`config.mk`:
```
export PLATFORM = sky130hd
export DESIGN_NAME = spike_rate_decoder
export DESIGN_NICKNAME = d
export VERILOG_FILES = /design/src/rtl/spike_rate_decoder.sv
export SDC_FILE = /design/constraint.sdc
export NUM_CORES = 1
export LEC_CHECK = 0
export CORE_UTILIZATION = 27
export DETAILED_ROUTE_END_ITERATION = 16
export GPL_ROUTABILITY_DRIVEN = 0
export GPL_TIMING_DRIVEN = 1
export RECOVER_POWER = 25
export SYNTH_ARGS = -nofsm -noshare
export SYNTH_HDL_FRONTEND = slang
export SYNTH_SLANG_ARGS = --single-unit
```
`constraint.sdc`:
```
create_clock -name clk -period 2 [get_ports clk]
set_input_delay 0.2 -clock clk [delete_from_list [all_inputs] [get_ports clk]]
set_output_delay 0.2 -clock clk [all_outputs]
set_load 0.05 [all_outputs]
```
`src/rtl/spike_rate_decoder.sv`:
```
// spike_rate_decoder: counts spikes per channel over fixed windows, delivers saturated counts via valid/ready
module spike_rate_decoder #(
    parameter int WINDOW_LEN = 16,
    parameter int NUM_CH     = 4
) (
    input  logic                  clk,
    input  logic                  rst_n,
    input  logic                  en,
    input  logic [NUM_CH-1:0]     spike_in,
    input  logic                  out_ready,
    output logic [4*NUM_CH-1:0]   rate_out,
    output logic                  rate_valid,
    output logic [NUM_CH-1:0]     sat,
    output logic                  overrun,
    output logic                  busy
);
    localparam int CW = $clog2(WINDOW_LEN);

    typedef enum logic {IDLE, COUNT} state_t;

    state_t                   state_q, state_d;
    logic [CW-1:0]            win_q, win_d;
    logic [NUM_CH-1:0][3:0]   cnt_q, cnt_d, cnt_n;
    logic [NUM_CH-1:0]        wsat_q, wsat_d, wsat_n;
    logic [4*NUM_CH-1:0]      rate_q, rate_d;
    logic [NUM_CH-1:0]        sat_q, sat_d;
    logic                     valid_q, valid_d;
    logic                     overrun_q, overrun_d;
    logic                     done, xfer;

    always_comb begin
        state_d   = state_q;
        win_d     = win_q;
        cnt_d     = cnt_q;
        wsat_d    = wsat_q;
        rate_d    = rate_q;
        sat_d     = sat_q;
        valid_d   = valid_q;
        overrun_d = overrun_q;
        done      = 1'b0;
        xfer      = valid_q & out_ready;
        for (int i = 0; i < NUM_CH; i++) begin
            cnt_n[i]  = cnt_q[i] + 4'(spike_in[i] & ~&cnt_q[i]);
            wsat_n[i] = wsat_q[i] | (spike_in[i] & &cnt_q[i]);
        end
        if (state_q == IDLE) begin
            state_d = en ? COUNT : IDLE;
        end else begin
            done   = win_q == CW'(WINDOW_LEN - 1);
            win_d  = win_q + CW'(1);
            cnt_d  = cnt_n;
            wsat_d = wsat_n;
            // completion or abort both start the next window from zero
            if (done || !en) begin
                state_d = en ? COUNT : IDLE;
                win_d   = '0;
                cnt_d   = '0;
                wsat_d  = '0;
            end
        end
        if (xfer)
            valid_d = 1'b0;
        if (done && (!valid_q || xfer)) begin
            rate_d  = cnt_n;
            sat_d   = wsat_n;
            valid_d = 1'b1;
        end else if (done) begin
            overrun_d = 1'b1;
        end
    end

    always_ff @(posedge clk) begin
        if (!rst_n) begin
            state_q   <= IDLE;
            win_q     <= '0;
            cnt_q     <= '0;
            wsat_q    <= '0;
            rate_q    <= '0;
            sat_q     <= '0;
            valid_q   <= 1'b0;
            overrun_q <= 1'b0;
        end else begin
            state_q   <= state_d;
            win_q     <= win_d;
            cnt_q     <= cnt_d;
            wsat_q    <= wsat_d;
            rate_q    <= rate_d;
            sat_q     <= sat_d;
            valid_q   <= valid_d;
            overrun_q <= overrun_d;
        end
    end

    assign rate_out   = rate_q;
    assign sat        = sat_q;
    assign rate_valid = valid_q;
    assign overrun    = overrun_q;
    assign busy       = state_q == COUNT;
endmodule

```
### Word-level counts from Yosys, hierarchy flattened

Index checks and enable logic that the tools add are counted.

* register bits after elaboration: 47
* bits in latches: 0
* bits in writable memories: 0
* bits in read-only memories: 0
* input port bits: 8
* output and inout port bits: 23
* word-level logic and storage cells: 55
* memories: 0

* $add $sub $neg: 5
* multipliers: 0
* divide/modulo/power cells: 0
* order comparisons: 0
* equality and inequality tests: 1
* shift operators: 0
* muxes and demuxes: 9
* bitwise operators: 14
* reductions and logical operators: 15

Operators by type and width (count)
* 4-bit by 1-bit adder with 4-bit output: 4
* 16-bit two-way mux: 1
* 4-bit AND reduction: 4
* 1-bit AND: 9
* 4-bit two-way mux: 2
* 1-bit zero test: 6
* 1-bit two-way mux: 6
* 4-bit by 1-bit adder with 4-bit output, second input constant: 1
* 4-bit equality test, second input constant: 1
* 1-bit bitwise OR: 4
* 1-bit logical OR: 2
* 2-bit AND reduction: 1
* 2-bit nonzero test: 1
* 1-bit logical AND: 1
* 1-bit NOT: 1

### Logic depth before layout (Yosys ltp)

Gate-level depths: netlist of run 1.

* depth in word-level cells: 5
* gate-level depth with buffers: 7

### Worst setup path after synthesis of run 1

Ideal clock, no wire load.

* path kind: reg-to-reg
* start point: register state_q, in the netlist busy
* end point: register rate_q[10], in the netlist rate_out[10]
* library setup time: 142 ps
* arrival time: 1419 ps
* data required time: 1858 ps
* slack: 439 ps
* stages on the path, launching flop included: 6
* period minus slack after synthesis: 1561 ps
* cell sequence: dfxtp_1 buf_6 nand4_2 nor2_2 buf_6 a211oi_2

* longest elaborated chain between the ends: 2

RTL lines
* start: declaration: RTL line 21 `state_t state_q, state_d;`
* start signal: assignment: RTL line 83 `state_q <= state_d;`
* 1-bit two-way mux: RTL line 46 `if (state_q == IDLE) begin`
* 1-bit logical AND: RTL line 63 `if (done && (!valid_q || xfer)) begin`
* end signal: assignment: RTL line 87 `rate_q <= rate_d;`
* end: declaration: RTL line 25 `logic [4*NUM_CH-1:0] rate_q, rate_d;`

No other way between the ends.
A chain may end at the register's enable or synchronous reset.

==> results.md, run 1 <==
| Parameter | Value | Unit |
|:---|:---|:---|
| Post-route clock period utilization | 88.43 | % |
| Cell count after synthesis | 214 | - |
| Remaining antenna violation count | 0 | - |
| CTS clock-pin slew for the worst setup and hold paths | 0.08 | ns |
| Setup slack at placement | 0.2355 | ns |
| Switching power of the nets | 362.9 | uW |
| Num Clock Sinks | 47 | - |
| Hold path startpoint | wsat_q[0] | - |
| Global-route congestion overflow total | 0 | - |
| Ant. Diodes | 0 | - |
| Cell chain of the critical path | and2_0 > and3_1 > a22o_1 | - |
| Initial detailed-routing violation count | 82 | - |
| Clock network fraction of design power | 37.9 | % |
| Clock latency of the later-clocked register in the worst-skew pair | 0.30 | ns |
| Number of max-slew violations in the final report | 0 | - |
| Sort of element at the end of the critical path | flip-flop | - |
| Number of placement rows | 31 | - |
| Buffer type at the clock tree root | sky130_fd_sc_hd__clkbuf_8 | - |
| PD cells | 647.8 | nW/um2 |
| Drt drc | 0 | - |
| Reg2reg start | busy | - |
| Count of yosys warnings during synthesis | 0 | - |
| Part of the total power dissipated in sequential elements | 57.4 | % |
| Final worst clock skew | 0.005692 | ns |
| Deepest level of the CTS H-tree | 2 | - |
| Peak supply drop | 0.0002989 | V |
| Antenna violations before repair | 0 | - |
| Total Wirelength | 4853 | um |
| Total die area | 8024 | um2 |
| Combinational share of power | 4.8 | % |
| Slowest stage cell, crit path | sky130_fd_sc_hd__dfxtp_1 | - |
| Type of the setup path with the least slack | flip-flop to flip-flop | - |
| Width of the chip | 89.58 | um |
| Sequential area share after synthesis | 45.44 | % |
| Average cell area after synthesis | 9.676 | um2 |
| Die extent in y | 89.58 | um |
| Highest achievable clock rate | 0.5655 | GHz |
| Setup repair after global routing missed its margin | false | - |
| Num ports | 31 | - |
| Global-route usage over all layers | 13.16 | % |
| WHS Endpoint | wsat_q[0] | - |
| Post-synthesis cell area | 2071 | um2 |
| Fraction of power spent switching nets | 21.99 | % |
| Total of fill cells in the finished design | 754 | - |
| Post-CTS resize count | 0 | - |
| Initial Utilization | 28.25 | % |
| Internal Dissipation | 1287 | uW |
| Most frequent standard cell in the layout excluding fill and tap cells | sky130_fd_sc_hd__dfxtp_1 | - |
| Via count of the first global-routing pass | 1595 | - |
| Count of cells along the worst register-to-register path | 3 | - |
| Number of synthesized register bits | 47 | - |
| CTS hold repair buffers | 0 | - |
| FF-to-FF setup slack | 0.23 | ns |
| Highest fanout seen on the critical path | 10 | - |
| Cell leakage power | 0.0009002 | uW |
| Hold violation count in the final report | 0 | - |
| Share of cells above drive strength 1 | 10.98 | % |
| Top library cells by usage in the layout, fill and taps aside | 47 x sky130_fd_sc_hd__dfxtp_1, 30 x sky130_fd_sc_hd__a21oi_1, 28 x sky130_fd_sc_hd__clkdlybuf4s50_1, 15 x sky130_fd_sc_hd__nor2b_1, 14 x sky130_fd_sc_hd__o21ai_0 | - |
| Sum of buffers and inverters on the critical path | 0 | - |
| Sum of negative setup slack | 0 | ns |
| Vias/cell | 4.890 | - |
| Clock tree from TritonCTS | built | - |
| Via count | 1687 | - |
| Wire length of the first global-routing pass | 7983 | um |
| Drt pass-1 iters | 4 | - |
| Buffers inserted during post-CTS setup optimization | 0 | - |
| Hold Crit Depth | 2 | - |
| Maximum number of buffers from clock root to sink | 2 | - |
| Category of cells accounting for the largest share of critical-path delay | simple AND/OR/NAND/NOR gates | - |
| Worst Max-Slew Pin Slew | 0.5998 | ns |
| Standard cell core area | 7331 | um2 |
| Syn_nets | 231 | - |
| Post-layout net count | 262 | - |
| Delay of the slowest cell on the worst path | 0.56 | ns |
| Slew margin rel. | 60.18 | % |
| Port bufs | 30 | - |
| Area growth from synthesis to final layout | 23.02 | % |
| Critical path data arrival time | 2.01 | ns |
| Final Setup Violations | 0 | - |
| Number of buffers added by the clock tree synthesis step | 5 | - |
| Final setup margin | 0.2315 | ns |
| Crit Reg-Reg Endpoint | win_q[1] | - |
| Run status | completed | - |
| Count of distinct cell types in the synthesized netlist | 31 | - |
| Pin count of the biggest net entering global routing | 30 | - |
| Kind of path behind the tightest hold check | flip-flop to flip-flop | - |
| Sum of net half-perimeters after detailed placement | 3300 | um |
| Final Critical Period | 1.769 | ns |
| Kind of launch point of the worst setup path | flip-flop | - |
| Max-cap check violation count | 0 | - |
| Req. time, crit path | 2.25 | ns |
| DR WL/cell | 14.07 | um |
-- worst max path at each step --
stage,start,end,cells after the start
floorplan,busy,rate_out[10],5
global placement,spike_in[2],rate_out[10],7
detailed placement,spike_in[3],rate_out[14],7
CTS,rate_out[6],rate_out[6],1
global route,busy,win_q[1],3
finish,busy,win_q[1],3
-- cell type report --
cell class | instances | area [um2] | area share [%]
Clock buffer | 8 | 100.1 | 3.929
Inverter | 2 | 7.507 | 0.2947
Multi-Input combinational cell | 151 | 1012 | 39.73
Sequential cell | 47 | 940.9 | 36.94
Tap cell | 99 | 123.9 | 4.862
Timing Repair Buffer | 38 | 362.8 | 14.24
-- per-stage QoR --
| stage | instance area (um2) | instances | power [uW] | utilization, % | hold slack, ns |
|---|---|---|---|---|---|
| after floorplan | 2071 | 214 | 1016 | - | 0.3217 |
| after global placement | 2469 | 337 | 1053 | 33.67 | 0.4400 |
| after detailed placement | 2469 | 337 | 1052 | 33.67 | 0.4540 |
| after CTS | 2569 | 345 | 1676 | 35.04 | 0.4744 |
| after global routing | 2547 | 345 | 1730 | 34.75 | 0.5092 |
| final | 2547 | 345 | 1650 | 34.75 | 0.4677 |
-- power by group through the flow --
stage               clock, uW  sequential [uW]  combinational, uW
finish                    625              947               78.4
global route              695              948               87.3
CTS                       646              947               82.5
detailed placement          0              969               82.4
global placement            0              969               84.0
floorplan                   0              969               47.0
-- logic make-up after synthesis --
logic type | after synthesis | share of synthesized area [%]
xor+xnor | 5 | 2.115
buf+inv | 16 | 5.015
simple gates | 65 | 18.01
flops | 47 | 45.44
fa+ha+maj | 9 | 5.438
compound gates | 72 | 23.99
-- synth_stat cells --
cell                        instances  area [um2]
sky130_fd_sc_hd__o21ai_0           14       70.07
sky130_fd_sc_hd__clkbuf_1           3       11.26
sky130_fd_sc_hd__a22o_1             9       78.83
sky130_fd_sc_hd__and4_1             5       43.79
sky130_fd_sc_hd__o2111ai_1          3       26.28
sky130_fd_sc_hd__nand3_1           13       65.06
sky130_fd_sc_hd__nor2b_1           15       93.84
sky130_fd_sc_hd__nand4_1            1       6.260
sky130_fd_sc_hd__and2_1             1       6.260
sky130_fd_sc_hd__nand3b_1           2       15.01
sky130_fd_sc_hd__a31oi_1            3       18.77
sky130_fd_sc_hd__o211ai_1           1       7.510
sky130_fd_sc_hd__nor3_1             4       20.02
sky130_fd_sc_hd__a21oi_1           30       150.1
sky130_fd_sc_hd__nand2b_1           1       6.260
sky130_fd_sc_hd__nand3_2            1       10.01
sky130_fd_sc_hd__nor2_1             5       18.77
sky130_fd_sc_hd__xor2_1             5       43.79
sky130_fd_sc_hd__a211oi_2          11       137.6
sky130_fd_sc_hd__and3_4             1       11.26
sky130_fd_sc_hd__a211oi_1           1       7.510
sky130_fd_sc_hd__nand4_2            1       12.51
sky130_fd_sc_hd__buf_4              2       15.01
sky130_fd_sc_hd__inv_1              2       7.510
sky130_fd_sc_hd__dfxtp_1           47       940.9
sky130_fd_sc_hd__buf_6              4       45.04
sky130_fd_sc_hd__nand2_1           13       48.80
sky130_fd_sc_hd__buf_2              5       25.02
sky130_fd_sc_hd__nor2_2             1       6.260
sky130_fd_sc_hd__ha_1               9       112.6
sky130_fd_sc_hd__and2_4             1       8.760
-- registers in the layout (all words and copies together), names as in the netlist --
| signal | count |
|---|---|
| rate_out | 16 |
| busy | 1 |
| sat | 4 |
| rate_valid | 1 |
| wsat_q | 4 |
| win_q | 4 |
| overrun | 1 |
| cnt_q | 16 |
-- routing by layer --
metal	vias to the layer above	routed length, um	track usage (%)
li1	847	-	-
met1	790	2532	19.44
met2	43	2002	18.60
met3	7	259	3.473
met4	0	59	3.896
met5	-	0	0
-- worst register-to-register path, delay by kind of cell, from the launching register on --
kind | cells | cell delay [ns]
compound gates | 1 | 0.19
flops | 1 | 0.56
simple gates | 2 | 0.97
Power figures use the tool's default switching activity.
==> run 2: changes to the inputs <==
--- a/config.mk
+++ b/config.mk
@@ -5,6 +5,7 @@
 export SDC_FILE = /design/constraint.sdc
 export NUM_CORES = 1
 export LEC_CHECK = 0
+export CAP_MARGIN = 10
 export CORE_UTILIZATION = 27
 export DETAILED_ROUTE_END_ITERATION = 16
 export GPL_ROUTABILITY_DRIVEN = 0
==> results of run 2 <==
Final layout, timing and power as in run 1 (identical DEF).
==> run 3: changes to the inputs <==
--- a/config.mk
+++ b/config.mk
@@ -5,6 +5,7 @@
 export SDC_FILE = /design/constraint.sdc
 export NUM_CORES = 1
 export LEC_CHECK = 0
+export ABC_CLOCK_PERIOD_IN_PS = 2000
 export CAP_MARGIN = 10
 export CORE_UTILIZATION = 27
 export DETAILED_ROUTE_END_ITERATION = 16
==> results of run 3 <==
Final layout, timing and power as in run 1 (identical DEF).
